--- src/rtl/wb_dma_pkg.sv ---
// ============================================================
// wb_dma_pkg : register map, CTRL bit indices and FSM encodings
// Rev 1.0
// ============================================================
`default_nettype none

package wb_dma_pkg;

    localparam logic [1:0] REG_SRC  = 2'd0;
    localparam logic [1:0] REG_DST  = 2'd1;
    localparam logic [1:0] REG_LEN  = 2'd2;
    localparam logic [1:0] REG_CTRL = 2'd3;

    localparam int CTRL_START   = 0;
    localparam int CTRL_BUSY    = 1;
    localparam int CTRL_DONE    = 2;
    localparam int CTRL_ERR     = 3;
    localparam int CTRL_IRQ_EN  = 4;
    localparam int CTRL_ABORT   = 5;
    localparam int CTRL_SRC_FIX = 6;
    localparam int CTRL_DST_FIX = 7;

    typedef enum logic [2:0] {
        ST_IDLE = 3'd0,
        ST_RD   = 3'd1,
        ST_GAP1 = 3'd2,
        ST_WR   = 3'd3,
        ST_GAP2 = 3'd4,
        ST_DONE = 3'd5
    } state_t;

endpackage

`default_nettype wire

--- src/rtl/wb_dma_regs.sv ---
// ============================================================
// wb_dma_regs : slave decode, register file, ack and interrupt
// Rev 1.0
// ============================================================
`default_nettype none

module wb_dma_regs
    import wb_dma_pkg::*;
#(
    parameter int LEN_WIDTH = 16
) (
    input  logic                 clk,
    input  logic                 reset,
    input  logic [31:0]          wb_adr_i,
    input  logic [31:0]          wb_dat_i,
    input  logic [3:0]           wb_sel_i,
    input  logic                 wb_stb_i,
    input  logic                 wb_cyc_i,
    input  logic                 wb_we_i,
    output logic [31:0]          wb_dat_o,
    output logic                 wb_ack_o,
    input  logic                 busy,
    input  logic                 advance,
    input  logic                 set_done,
    input  logic                 set_err,
    output logic [31:0]          src,
    output logic [31:0]          dst,
    output logic [LEN_WIDTH-1:0] len,
    output logic                 start_go,
    output logic                 abort_req,
    output logic                 intr
);

    logic                 access, wr_en, ctrl_wr, start_req;
    logic [1:0]           reg_sel;
    logic                 done, err, irq_en, src_fix, dst_fix;
    logic                 done_next, err_next, irq_en_next, src_fix_next, dst_fix_next;
    logic [31:0]          src_next, dst_next, rdata;
    logic [LEN_WIDTH-1:0] len_next;
    logic                 unused;

    assign unused    = &{1'b0, wb_sel_i, wb_adr_i[31:4], wb_adr_i[1:0]};
    assign reg_sel   = wb_adr_i[3:2];
    assign access    = wb_stb_i & wb_cyc_i & ~wb_ack_o;
    assign wr_en     = access & wb_we_i;
    assign ctrl_wr   = wr_en & (reg_sel == REG_CTRL);
    assign start_req = ctrl_wr & wb_dat_i[CTRL_START] & ~busy;
    assign start_go  = start_req & (len != '0);
    assign abort_req = ctrl_wr & wb_dat_i[CTRL_ABORT] & busy;

    // W1C clears are applied before any set, so START+clear-DONE in one write restarts cleanly
    always_comb begin
        src_next     = src;
        dst_next     = dst;
        len_next     = len;
        done_next    = done;
        err_next     = err;
        irq_en_next  = irq_en;
        src_fix_next = src_fix;
        dst_fix_next = dst_fix;
        if (wr_en && !busy) begin
            case (reg_sel)
                REG_SRC: src_next = {wb_dat_i[31:2], 2'b00};
                REG_DST: dst_next = {wb_dat_i[31:2], 2'b00};
                REG_LEN: len_next = wb_dat_i[LEN_WIDTH-1:0];
                default: ;
            endcase
        end
        if (ctrl_wr) begin
            if (wb_dat_i[CTRL_DONE]) done_next = 1'b0;
            if (wb_dat_i[CTRL_ERR])  err_next  = 1'b0;
            irq_en_next  = wb_dat_i[CTRL_IRQ_EN];
            src_fix_next = wb_dat_i[CTRL_SRC_FIX];
            dst_fix_next = wb_dat_i[CTRL_DST_FIX];
        end
        if ((start_req && (len == '0)) || set_done) done_next = 1'b1;
        if (set_err) err_next = 1'b1;
        if (advance) begin
            len_next = len - 1'b1;
            if (!src_fix) src_next = src + 32'd4;
            if (!dst_fix) dst_next = dst + 32'd4;
        end
    end

    always_comb begin
        rdata = '0;
        case (reg_sel)
            REG_SRC: rdata = src;
            REG_DST: rdata = dst;
            REG_LEN: rdata = 32'(len);
            default: begin
                rdata[CTRL_BUSY]    = busy;
                rdata[CTRL_DONE]    = done;
                rdata[CTRL_ERR]     = err;
                rdata[CTRL_IRQ_EN]  = irq_en;
                rdata[CTRL_SRC_FIX] = src_fix;
                rdata[CTRL_DST_FIX] = dst_fix;
            end
        endcase
    end

    always_ff @(posedge clk or posedge reset) begin
        if (reset) begin
            src      <= '0;
            dst      <= '0;
            len      <= '0;
            done     <= 1'b0;
            err      <= 1'b0;
            irq_en   <= 1'b0;
            src_fix  <= 1'b0;
            dst_fix  <= 1'b0;
            wb_ack_o <= 1'b0;
            wb_dat_o <= '0;
            intr     <= 1'b0;
        end else begin
            src      <= src_next;
            dst      <= dst_next;
            len      <= len_next;
            done     <= done_next;
            err      <= err_next;
            irq_en   <= irq_en_next;
            src_fix  <= src_fix_next;
            dst_fix  <= dst_fix_next;
            wb_ack_o <= access;
            if (access && !wb_we_i) wb_dat_o <= rdata;
            // built from next-state bits so intr tracks DONE/ERR on the same edge
            intr     <= irq_en_next & (done_next | err_next);
        end
    end

endmodule

`default_nettype wire

--- src/rtl/wb_dma.sv ---
// ============================================================
// wb_dma : Wishbone block-copy DMA, top level and master FSM
// Rev 1.0
// ============================================================
`default_nettype none

module wb_dma
    import wb_dma_pkg::*;
#(
    parameter int LEN_WIDTH = 16
) (
    input  logic        clk,
    input  logic        reset,
    input  logic [31:0] wb_adr_i,
    input  logic [31:0] wb_dat_i,
    output logic [31:0] wb_dat_o,
    input  logic [3:0]  wb_sel_i,
    input  logic        wb_stb_i,
    input  logic        wb_cyc_i,
    input  logic        wb_we_i,
    output logic        wb_ack_o,
    output logic [31:0] m_adr_o,
    output logic [31:0] m_dat_o,
    input  logic [31:0] m_dat_i,
    output logic [3:0]  m_sel_o,
    output logic        m_we_o,
    output logic        m_cyc_o,
    output logic        m_stb_o,
    input  logic        m_ack_i,
    input  logic        m_err_i,
    output logic        intr
);

    state_t               state, state_next;
    logic                 busy, advance, set_done, set_err, start_go, abort_req, abort_pend;
    logic [31:0]          src, dst, buffer;
    logic [LEN_WIDTH-1:0] len;

    wb_dma_regs #(.LEN_WIDTH(LEN_WIDTH)) u_regs (
        .clk       (clk),
        .reset     (reset),
        .wb_adr_i  (wb_adr_i),
        .wb_dat_i  (wb_dat_i),
        .wb_sel_i  (wb_sel_i),
        .wb_stb_i  (wb_stb_i),
        .wb_cyc_i  (wb_cyc_i),
        .wb_we_i   (wb_we_i),
        .wb_dat_o  (wb_dat_o),
        .wb_ack_o  (wb_ack_o),
        .busy      (busy),
        .advance   (advance),
        .set_done  (set_done),
        .set_err   (set_err),
        .src       (src),
        .dst       (dst),
        .len       (len),
        .start_go  (start_go),
        .abort_req (abort_req),
        .intr      (intr)
    );

    assign busy = (state != ST_IDLE);

    always_comb begin
        state_next = state;
        advance    = 1'b0;
        set_done   = 1'b0;
        set_err    = 1'b0;
        case (state)
            ST_IDLE: if (start_go) state_next = ST_RD;
            ST_RD: begin
                if (m_err_i) begin
                    set_err    = 1'b1;
                    state_next = ST_IDLE;
                end else if (m_ack_i) begin
                    state_next = ST_GAP1;
                end
            end
            ST_GAP1: state_next = abort_pend ? ST_IDLE : ST_WR;
            ST_WR: begin
                if (m_err_i) begin
                    set_err    = 1'b1;
                    state_next = ST_IDLE;
                end else if (m_ack_i) begin
                    advance    = 1'b1;
                    state_next = (len == LEN_WIDTH'(1)) ? ST_DONE : ST_GAP2;
                end
            end
            ST_GAP2: state_next = abort_pend ? ST_IDLE : ST_RD;
            ST_DONE: begin
                set_done   = 1'b1;
                state_next = ST_IDLE;
            end
            default: state_next = ST_IDLE;
        endcase
    end

    always_ff @(posedge clk or posedge reset) begin
        if (reset) begin
            state      <= ST_IDLE;
            abort_pend <= 1'b0;
            buffer     <= '0;
        end else begin
            state <= state_next;
            // abort only takes effect at a gap, so the in-flight cycle always completes
            if (state_next == ST_IDLE) abort_pend <= 1'b0;
            else if (abort_req)        abort_pend <= 1'b1;
            if ((state == ST_RD) && m_ack_i && !m_err_i) buffer <= m_dat_i;
        end
    end

    // Outputs decode straight from state so an async reset releases the bus at once
    assign m_cyc_o = (state == ST_RD) || (state == ST_WR);
    assign m_stb_o = m_cyc_o;
    assign m_we_o  = (state == ST_WR);
    assign m_sel_o = m_cyc_o ? 4'hF : 4'h0;
    assign m_adr_o = (state == ST_WR) ? dst : ((state == ST_RD) ? src : '0);
    assign m_dat_o = (state == ST_WR) ? buffer : '0;

endmodule

`default_nettype wire

--- config.mk ---
export PLATFORM = sky130hd
export DESIGN_NAME = wb_dma
export DESIGN_NICKNAME = d
export VERILOG_FILES = /design/src/rtl/wb_dma_pkg.sv /design/src/rtl/wb_dma_regs.sv /design/src/rtl/wb_dma.sv
export SDC_FILE = /design/constraint.sdc
export NUM_CORES = 1
export LEC_CHECK = 0
export ABC_AREA = 1
export BUFFER_PORTS_ARGS = -buffer_cell sky130_fd_sc_hd__buf_2
export CORE_UTILIZATION = 40
export DETAILED_ROUTE_END_ITERATION = 6
export PLACE_DENSITY_LB_ADDON = 0.15
export SLEW_MARGIN = 15
export SYNTH_ARGS = -nofsm -noshare
export SYNTH_HDL_FRONTEND = slang
export SYNTH_SLANG_ARGS = --single-unit
--- constraint.sdc ---
create_clock -name clk -period 9.5 [get_ports clk]
set_input_delay 0.475 -clock clk [delete_from_list [all_inputs] [get_ports clk]]
set_output_delay 0.475 -clock clk [all_outputs]
set_load 0.02 [all_outputs]
======== Word level (Yosys, flattened, before mapping) ========
Cells that the tools add are included.
storage, ports and cells
  output and inout bits ................... 105
  logic and storage cells ................. 104
  register bits after elaboration ......... 155
cells by class
  bitwise logic cells ..................... 13
  add/subtract/negate cells ............... 3
  mux-type cells .......................... 44
  equal/unequal tests ..................... 9
  reduce and logical (&&, ||, !) cells .... 21
operator list
  cell                                                   number
  2-to-1 mux 32 bit                                      11
  one-hot mux 24 bit (3 select lines)                    1
  adder 32 x 3 -> 32 bit (second input constant)         2
  2-to-1 mux 16 bit                                      3
  2-to-1 mux 1 bit                                       17
  equality test 16 x 1 -> 1 bit (second input constant)  1
  logical NOT 16 bit                                     1
  nonzero test 16 bit                                    1
  subtractor 16 x 1 -> 16 bit (second input constant)    1
  2-to-1 mux 3 bit                                       5
  one-hot mux 3 bit (5 select lines)                     1
  one-hot mux 4 bit (3 select lines)                     1
  bitwise AND 1 bit                                      10
  equality test 3 x 2 -> 1 bit (second input constant)   2
  equality test 3 bit (second input constant)            2
  logical NOT 3 bit                                      2
  one-hot mux 1 bit (3 select lines)                     2
  one-hot mux 2 bit (3 select lines)                     1
  nonzero test 2 bit                                     3
  logical AND 1 bit                                      5
  equality test 2 bit (second input constant)            2
  2-to-1 mux 4 bit                                       1
  equality test 3 x 1 -> 1 bit (second input constant)   1
  logical NOT 1 bit                                      3
  9 further kinds                                        11

======== Depth between registers and ports, before layout ========
Gate-level depths: netlist of the first run.
  word-level depth ........................ 11
  gate-level depth with buffers ........... 10

======== Hierarchy ========
From an unflattened synthesis of the first run, not the netlist that was laid out.
second synthesis, totals
  cells, all modules ...................... 1,468
  area, all modules ....................... 9,880.7 µm²
by module, submodules not included
  module       cells each  instances  seq. area each (µm²)  area an instance (µm²)
  wb_dma_regs  1,193       1          2,977.9               7,771.2
  wb_dma       275         1          900.9                 2,109.5

======== Worst setup path after synthesis of the first run ========
OpenSTA, ideal clock, no wires.
  path kind ............................... reg-to-output
  from .................................... register state[2]
  to ...................................... output port m_adr_o[23]
  path slack .............................. 7.251 ns
  stages on the path, launching flop included .. 7
  arrival ................................. 1.774 ns
  path through ............................ dfrtp_1 -> inv_1 -> nand2_1 -> nor2_1 -> inv_2 -> clkbuf_1 -> o22ai_1
on the way
  elaborated cells on any way between the ends .. 4
  classes of those cells .................. 2 x eq/ne; 2 x mux
RTL lines
  item                          line           RTL
  start: declaration            wb_dma.sv:34   state_t state, state_next;
  start signal: assignment      wb_dma.sv:104  state <= state_next;
  equality test 3 x 2 -> 1 bit  n/a
  named net m_we_o              wb_dma.sv:26   output logic m_we_o,
  2-to-1 mux 32 bit             wb_dma.sv:117  assign m_adr_o = (state == ST_WR) ? dst : ((state == ST_RD) ? src : '0);
  end: declaration              wb_dma.sv:22   output logic [31:0] m_adr_o,
The timed path passes the listed nets, and every way through them passes these cells.

======== Final worst setup path of the first run ========
  from .................................... register state[2]
  to ...................................... output port m_adr_o[14]
on the way
  word-level cells in the longest chain between the ends .. 3
  elaborated cells on any way between the ends .. 4
  classes of those cells .................. 2 x eq/ne; 2 x mux
RTL lines
  item                          line
  equality test 3 x 1 -> 1 bit  wb_dma.sv:117
  2-to-1 mux 32 bit             wb_dma.sv:117
  2-to-1 mux 32 bit (*)         wb_dma.sv:117
Every way passes the cells marked *; elsewhere a longest branch is shown, timed or not.

==> results of run 1 <==
layout make-up:
type                            instances  area (µm²)
Tap cell                              319         399
Clock buffer                           18         439
Timing Repair Buffer                  184         938
Multi-Input combinational cell       1051        4710
Clock inverter                         14         149
Inverter                              208         788
Fill cell                            2494       12300
Sequential cell                       155        3880
per-layer routing:
| metal | track usage [%] | part of all wire, % |
|---|---|---|
| met3 | 3.88 | 7.0 |
| met4 | 9.66 | 2.5 |
| met5 | 0 | 0 |
| met2 | 42.3 | 46 |
| met1 | 37.4 | 45 |
worst paths after layout:
check	cells past startpoint	slack (ns)	end
min in group clk	3	0.28	buffer[23]$_DFFE_PP0P_
min reg2reg	1	0.47	u_regs.wb_ack_o$_DFF_PP0_
max in group asynchronous	3	7.89	u_regs.dst[16]$_DFF_PP0_
max	7	6.21	m_adr_o[14]
max reg2reg	8	6.66	u_regs.src[12]$_DFF_PP0_
min	2	0.20	buffer[15]$_DFFE_PP0P_
flip-flops by register name, summed over array words and instances, names as in the netlist:
| signal | flops |
|---|---|
| abort_pend | 1 |
| buffer | 32 |
| state | 3 |
| u_regs.done | 1 |
| u_regs.dst | 32 |
| u_regs.dst_fix | 1 |
| u_regs.err | 1 |
| u_regs.intr | 1 |
| u_regs.irq_en | 1 |
| u_regs.len | 16 |
| u_regs.src | 32 |
| u_regs.src_fix | 1 |
| u_regs.wb_ack_o | 1 |
| u_regs.wb_dat_o | 32 |
cells in the final DEF (no fill, tap or decap), drive strengths merged, types with 2 or more instances in the layout:
master / Yosys / routed
clkbuf: 33 / 18
nand3: 69 / 69
o221ai: 5 / 5
buf: 27 / 184
clkinv: 2 / 2
ha: 4 / 4
a31oi: 2 / 2
a221oi: 2 / 2
a21boi: 2 / 2
inv: 206 / 215
nor2: 268 / 268
and2: 2 / 2
nor3: 5 / 5
nand2: 379 / 379
clkinvlp: 0 / 4
a21oi: 101 / 101
dfrtp: 155 / 155
nand4: 13 / 13
xor2: 5 / 5
o21ai: 123 / 123
o22ai: 48 / 48
nand3b: 2 / 2
o211ai: 19 / 19
cell families after synthesis:
group	Yosys count
XOR/XNOR	5
flip-flops	155
buffers and inverters	268
AO/OA/AOI/OAI	303
adder cells (fa/ha/maj)	4
AND/OR/NAND/NOR	739
power by group through the flow:
stage / combinational [µW] / clock, µW / sequential (µW)
2_1_floorplan: 925 / 0 / 1180
3_3_place_gp: 1310 / 0 / 1200
3_5_place_dp: 1330 / 0 / 1210
4_1_cts: 1340 / 715 / 1200
5_1_grt: 1510 / 737 / 1240
6_report: 1350 / 701 / 1200
stage by stage:
stage | power, µW | util (%)
finish | 3250 | 47.9
global route | 3490 | 47.9
CTS | 3250 | 47.9
detailed placement | 2540 | 45.4
global placement | 2510 | 45.4
floorplan | 2110 | -
worst max-delay path, cell delays in order, from the launching register on:
cell                      delay [ns]
sky130_fd_sc_hd__dfrtp_1        0.42
sky130_fd_sc_hd__inv_1          0.10
sky130_fd_sc_hd__nand2_1        0.15
sky130_fd_sc_hd__nor2_1         0.31
sky130_fd_sc_hd__inv_2          0.31
sky130_fd_sc_hd__buf_4          0.37
sky130_fd_sc_hd__o22ai_1        0.40
sky130_fd_sc_hd__buf_2          0.26
==> flow_summary.json, run 1 <==
{
  "run_status": "finished, final reports clean",
  "yosysUniqueCellTypes": 33,
  "design.die.area_um2": 24800,
  "antenna_cells_inserted": 0,
  "die_h_um": 157,
  "syn_area_um2": 9670,
  "static_power_due_to_leakage_uw": 0.00591,
  "timing.slew.headroom_pct": 17.1,
  "main_combinational_cell_family_by_area_after_synthesis": "simple AND/OR/NAND/NOR gates",
  "synth_compound_area_share_pct": 17.2,
  "num_vias": 10300,
  "syn_to_final_growth_pct": 17.0,
  "finalSetupViolCount": 0,
  "vias_per_cell": 5.27,
  "critPathLaunchType": "flop",
  "worst_clock_skew_ns": 0.0125,
  "synth.yosys.seq_area_share_pct": 40.1,
  "drive_above_1_share_pct": 14.0,
  "post_layout_nonfiller_instances": 1949,
  "dp_hpwl_mm": 23.9,
  "rows": 56,
  "finalNetCount": 1728,
  "post_route_setup_tns_ns": 0,
  "final_min_period_over_clock_period_pct": 34.6,
  "clock_power_share_pct": 21.5,
  "syn_area_per_cell_um2": 6.56,
  "start_util_pct": 40.9,
  "clk_pin_slew_ns": 0.07,
  "postLayoutCellArea_um2": 11300,
  "horizontal_die_dimension_um": 157,
  "synth_top_area_share_pct": 40.1,
  "hold-worst-slack_ns": 0.197,
  "avgRoutedWirePerCell_um": 17.0,
  "synth_commonest_cells": "sky130_fd_sc_hd__nand2_1 (377), sky130_fd_sc_hd__nor2_1 (265), sky130_fd_sc_hd__inv_1 (205)",
  "r2r-start": "state[2]$_DFF_PP0_",
  "grt_pass1_vias": 9097,
  "h_tree_level_count": 4,
  "post_synth_xor_area_fraction_pct": 0.453,
  "placed_area_um2": 10700,
  "timing_max_transition_violations_final": 0,
  "pwr-share-seq_pct": 37.0,
  "synth_fp_nets": 1585,
  "numCtsBuffers": 17,
  "dr.pass1.iters": 5,
  "worstSetupPathType": "reg2out",
  "grt_usage_pct": 26.9,
  "unrepaired_setup_endpoints_after_global_routing": "no",
  "netlist_instances": 1474,
  "yosysMostFrequentCell": "sky130_fd_sc_hd__nand2_1",
  "critPathArrivalTime_ns": 2.82,
  "postCtsSetupBuffers": 0,
  "irDropWorstVdd_mv": 0.140,
  "final_hold_viol_count": 0,
  "finalWorstSetupSlack_ns": 6.21,
  "ys_async_sr_fraction_pct": 100,
  "cts.root.buffer_cell": "sky130_fd_sc_hd__clkbuf_16",
  "timing.critical_path.required_ns": 9.03,
  "crit_start": "state[2]$_DFF_PP0_",
  "worst_slew_pin_slew_ns": 1.24,
  "numPlacedInstances": 1917,
  "globalRoute.totalOverflow": 0,
  "core_region_area_um2": 23600,
  "routed_wirelength_mm": 33.2,
  "critical_path_peak_fanout": 33,
  "synth_largest_area_cell": "sky130_fd_sc_hd__dfrtp_1",
  "synth.ff_latch_count": 155,
  "worst_skew_pair_latency_ns": 0.44,
  "maximum_number_of_pins_on_one_net_before_global_route_repair": 91,
  "synthAdderAreaFrac_pct": 0.518,
  "cts_hold_buf": 0,
  "number_of_max_capacitance_violations_reported": 0,
  "clkSinkCount": 155,
  "detail_route.drc_violations": 0,
  "drt_first_iter_violations": 951,
  "tritoncts_clock_tree": "done",
  "swShare_pct": 46.4,
  "top_level_ports": 212,
  "switching_power_uw": 1510,
  "finalWorstPathRequiredPeriod_ns": 3.29,
  "cts_resized": 0,
  "drtAntennaViolNets": 0,
  "synth_enable_flop_cells": 0,
  "cellPowerDensity_nw_per_um2": 288,
  "muxShareOfSynthArea_pct": 0,
  "place.gp.congestion": 0.946,
  "placement_setup_slack_ns": 5.89,
  "comb_power_share_pct": 41.5,
  "crit_path_end_kind": "output pin",
  "cellInternalPower_uw": 1740,
  "placement.io_buffers": 177,
  "yosys.area_share.simple_pct": 30.6,
  "yosys_warnings": 0,
  "antenna_found_initial": 0,
  "timing.fmax_ghz": 0.304,
  "clock_path_buffers": 2,
  "grt_pass1_wl_mm": 50.1,
  "synth-main-ff-cell": "sky130_fd_sc_hd__dfrtp_1",
  "area_contributors_post_synth": "sky130_fd_sc_hd__dfrtp_1 (40%), sky130_fd_sc_hd__nand2_1 (15%), sky130_fd_sc_hd__nor2_1 (10%), sky130_fd_sc_hd__inv_1 (8.0%), sky130_fd_sc_hd__o21ai_0 (6.0%)",
  "worst_hold_path_type": "in2async"
}
No activity file was read; power rests on OpenSTA's default activity.
==> inputs of run 2 (changes only) <==
Clock period 9.5 ns to 3.1 ns, I/O delays scaled along.
==> run 2 against run 1 <==
  * Critical path depth grew 1
  * First-iteration DRC count decreased by 3.5%
  * Worst hold slack got worse by 0.15 ns
  * Combinational power rose to 3.1 times the previous value
  * Non-clock buffer count is 57 higher
  * Die area unchanged
  * Final area grew 4.5%
  * Critical path type unchanged
  * Largest cell class unchanged
  * Largest power group unchanged
==> flow_summary.json, run 2 (synthesis gave the netlist of run 1 again) <==
{
  "timing.critical_path.required_ns": 2.94,
  "seq_area_um2": 3880,
  "irDropWorstVdd_mv": 0.403,
  "start_util_pct": 40.9,
  "critPathArrivalTime_ns": 2.64,
  "cts_resized": 0,
  "antenna_cells_inserted": 0,
  "rows": 56,
  "worst_skew_pair_latency_ns": 0.44,
  "detail_route.drc_violations": 0,
  "use_met1_pct": 38.7,
  "grtUsageMet3_pct": 4.05,
  "fillerInstances": 2501,
  "grt_usage_pct": 27.9,
  "h_tree_level_count": 4,
  "unrepaired_setup_endpoints_after_global_routing": "no",
  "layout_commonest_cell": "sky130_fd_sc_hd__nand2_1",
  "grt-busiest-layer": "met2",
  "cts.root.buffer_cell": "sky130_fd_sc_hd__clkbuf_16",
  "worst_clock_skew_ns": 0.0239,
  "worst_slew_pin_slew_ns": 0.953,
  "vias_per_cell": 5.22,
  "clk_pin_slew_ns": 0.07,
  "num_vias": 10500,
  "timing_max_transition_violations_final": 0,
  "depth_of_the_worst_register_to_register_path": 9,
  "postCtsSetupBuffers": 0,
  "maximum_number_of_pins_on_one_net_before_global_route_repair": 80,
  "grt_pass1_wl_mm": 52.2,
  "drt_first_iter_violations": 918,
  "crit_path_end_kind": "output pin",
  "crit_start": "state[2]$_DFF_PP0_",
  "tritoncts_clock_tree": "done",
  "final_min_period_over_clock_period_pct": 90.2,
  "critical_path.reg2reg.endpoint": "u_regs.dst[22]$_DFF_PP0_",
  "grt_use_met2_pct": 44.1,
  "syn_to_final_growth_pct": 22.3,
  "run_status": "finished, final reports clean",
  "antenna_found_initial": 1,
  "hold-worst-slack_ns": 0.0437,
  "placement.io_buffers": 177,
  "post_route_setup_tns_ns": 0,
  "place.gp.congestion": 0.944,
  "dp_hpwl_mm": 24.6,
  "critPathLaunchType": "flop",
  "numCtsBuffers": 17,
  "design.die.area_um2": 24800,
  "die_h_um": 157,
  "grt_pass1_vias": 9447,
  "dr.pass1.iters": 5,
  "drtAntennaViolNets": 0,
  "top_level_ports": 212,
  "endpoint": "m_adr_o[20]",
  "drive_above_1_share_pct": 14.2,
  "critical_path_peak_fanout": 21,
  "routed_wirelength_mm": 34.2,
  "multiInputGateArea_um2": 4710,
  "highest_count_cells_in_the_layout_ignoring_fill_and_taps": "sky130_fd_sc_hd__nand2_1 (376), sky130_fd_sc_hd__nor2_1 (265), sky130_fd_sc_hd__inv_1 (204)",
  "timing.fmax_ghz": 0.358,
  "finalNetCount": 1785,
  "core_region_area_um2": 23600,
  "horizontal_die_dimension_um": 157,
  "timing.slew.headroom_pct": 36.4,
  "reg2reg_slack_ns": 0.79,
  "hold_path.startpoint": "wb_dat_i[21]",
  "finalSetupViolCount": 0,
  "finalWorstPathRequiredPeriod_ns": 2.80,
  "avgRoutedWirePerCell_um": 17.0,
  "final_hold_viol_count": 0,
  "worst_hold_path_type": "in2reg",
  "number_of_max_capacitance_violations_reported": 0,
  "cellPowerDensity_nw_per_um2": 839,
  "worstSetupPathType": "reg2out",
  "static_power_due_to_leakage_uw": 0.00613,
  "clkSinkCount": 155,
  "r2r-start": "state[1]$_DFF_PP0_",
  "globalRoute.totalOverflow": 0,
  "clock_path_buffers": 2
}
[run 2: how the worst min path moves through the flow]
stage | endpoint | slack, ns | depth (start not counted)
after floorplan | u_regs.len[12]$_DFFE_PP0P_ | 0.29 | 2
after global placement | u_regs.wb_dat_o[22]$_DFFE_PP0P_ | 0.36 | 3
after detailed placement | buffer[4]$_DFFE_PP0P_ | 0.35 | 3
after CTS | u_regs.src[21]$_DFF_PP0_ | 0.01 | 3
after global routing | u_regs.src[21]$_DFF_PP0_ | 0.05 | 3
final | u_regs.src[21]$_DFF_PP0_ | 0.04 | 3
[run 2: layer usage]
metal	share of wire [%]	vias up
li1	-	5100
met1	45	4941
met2	46	385
met3	5.9	47
met4	2.8	0
met5	0	-
[run 2: cell type report]
cell class | count | share of cell area [%]
inverters | 208 | 6.66
multi-input cells | 1051 | 39.9
clock inverters | 14 | 0.942
clock buffers | 18 | 3.63
well taps | 319 | 3.38
flip-flops and latches | 155 | 32.8
repair buffers | 241 | 12.7
[run 2: what timing repair did]
item	CTS	global route
setup endpoints to repair	0	0
hold buffers	44	0
hold endpoints to repair	198	0
[run 2: through the flow]
stage	total power (µW)	utilization [%]	area, µm²	setup slack, ns	instances
after global placement	7770	45.9	10800	0.842	1930
after global routing	10700	50.0	11800	0.127	2006
after CTS	9910	50.0	11800	0.363	2006
final	9920	50.0	11800	0.304	2006
after detailed placement	7830	45.9	10800	0.826	1930
after floorplan	6450	-	9670	0.986	1474
[run 2: power breakdown]
group          internal (µW)  switching, µW  leakage [µW]
logic                   1350           2880       0.00405
clock network           1040            957      0.000252
registers               2890            806       0.00183
total                   5280           4640       0.00613
[run 2: critical path, stage by stage (launching register included)]
cell and delay, ns:
sky130_fd_sc_hd__dfrtp_1 0.39, sky130_fd_sc_hd__inv_1 0.08, sky130_fd_sc_hd__nand2_1 0.18, sky130_fd_sc_hd__nor2_1 0.06, sky130_fd_sc_hd__buf_4 0.15, sky130_fd_sc_hd__inv_1 0.69
sky130_fd_sc_hd__buf_4 0.32, sky130_fd_sc_hd__o22ai_1 0.11, sky130_fd_sc_hd__buf_2 0.20
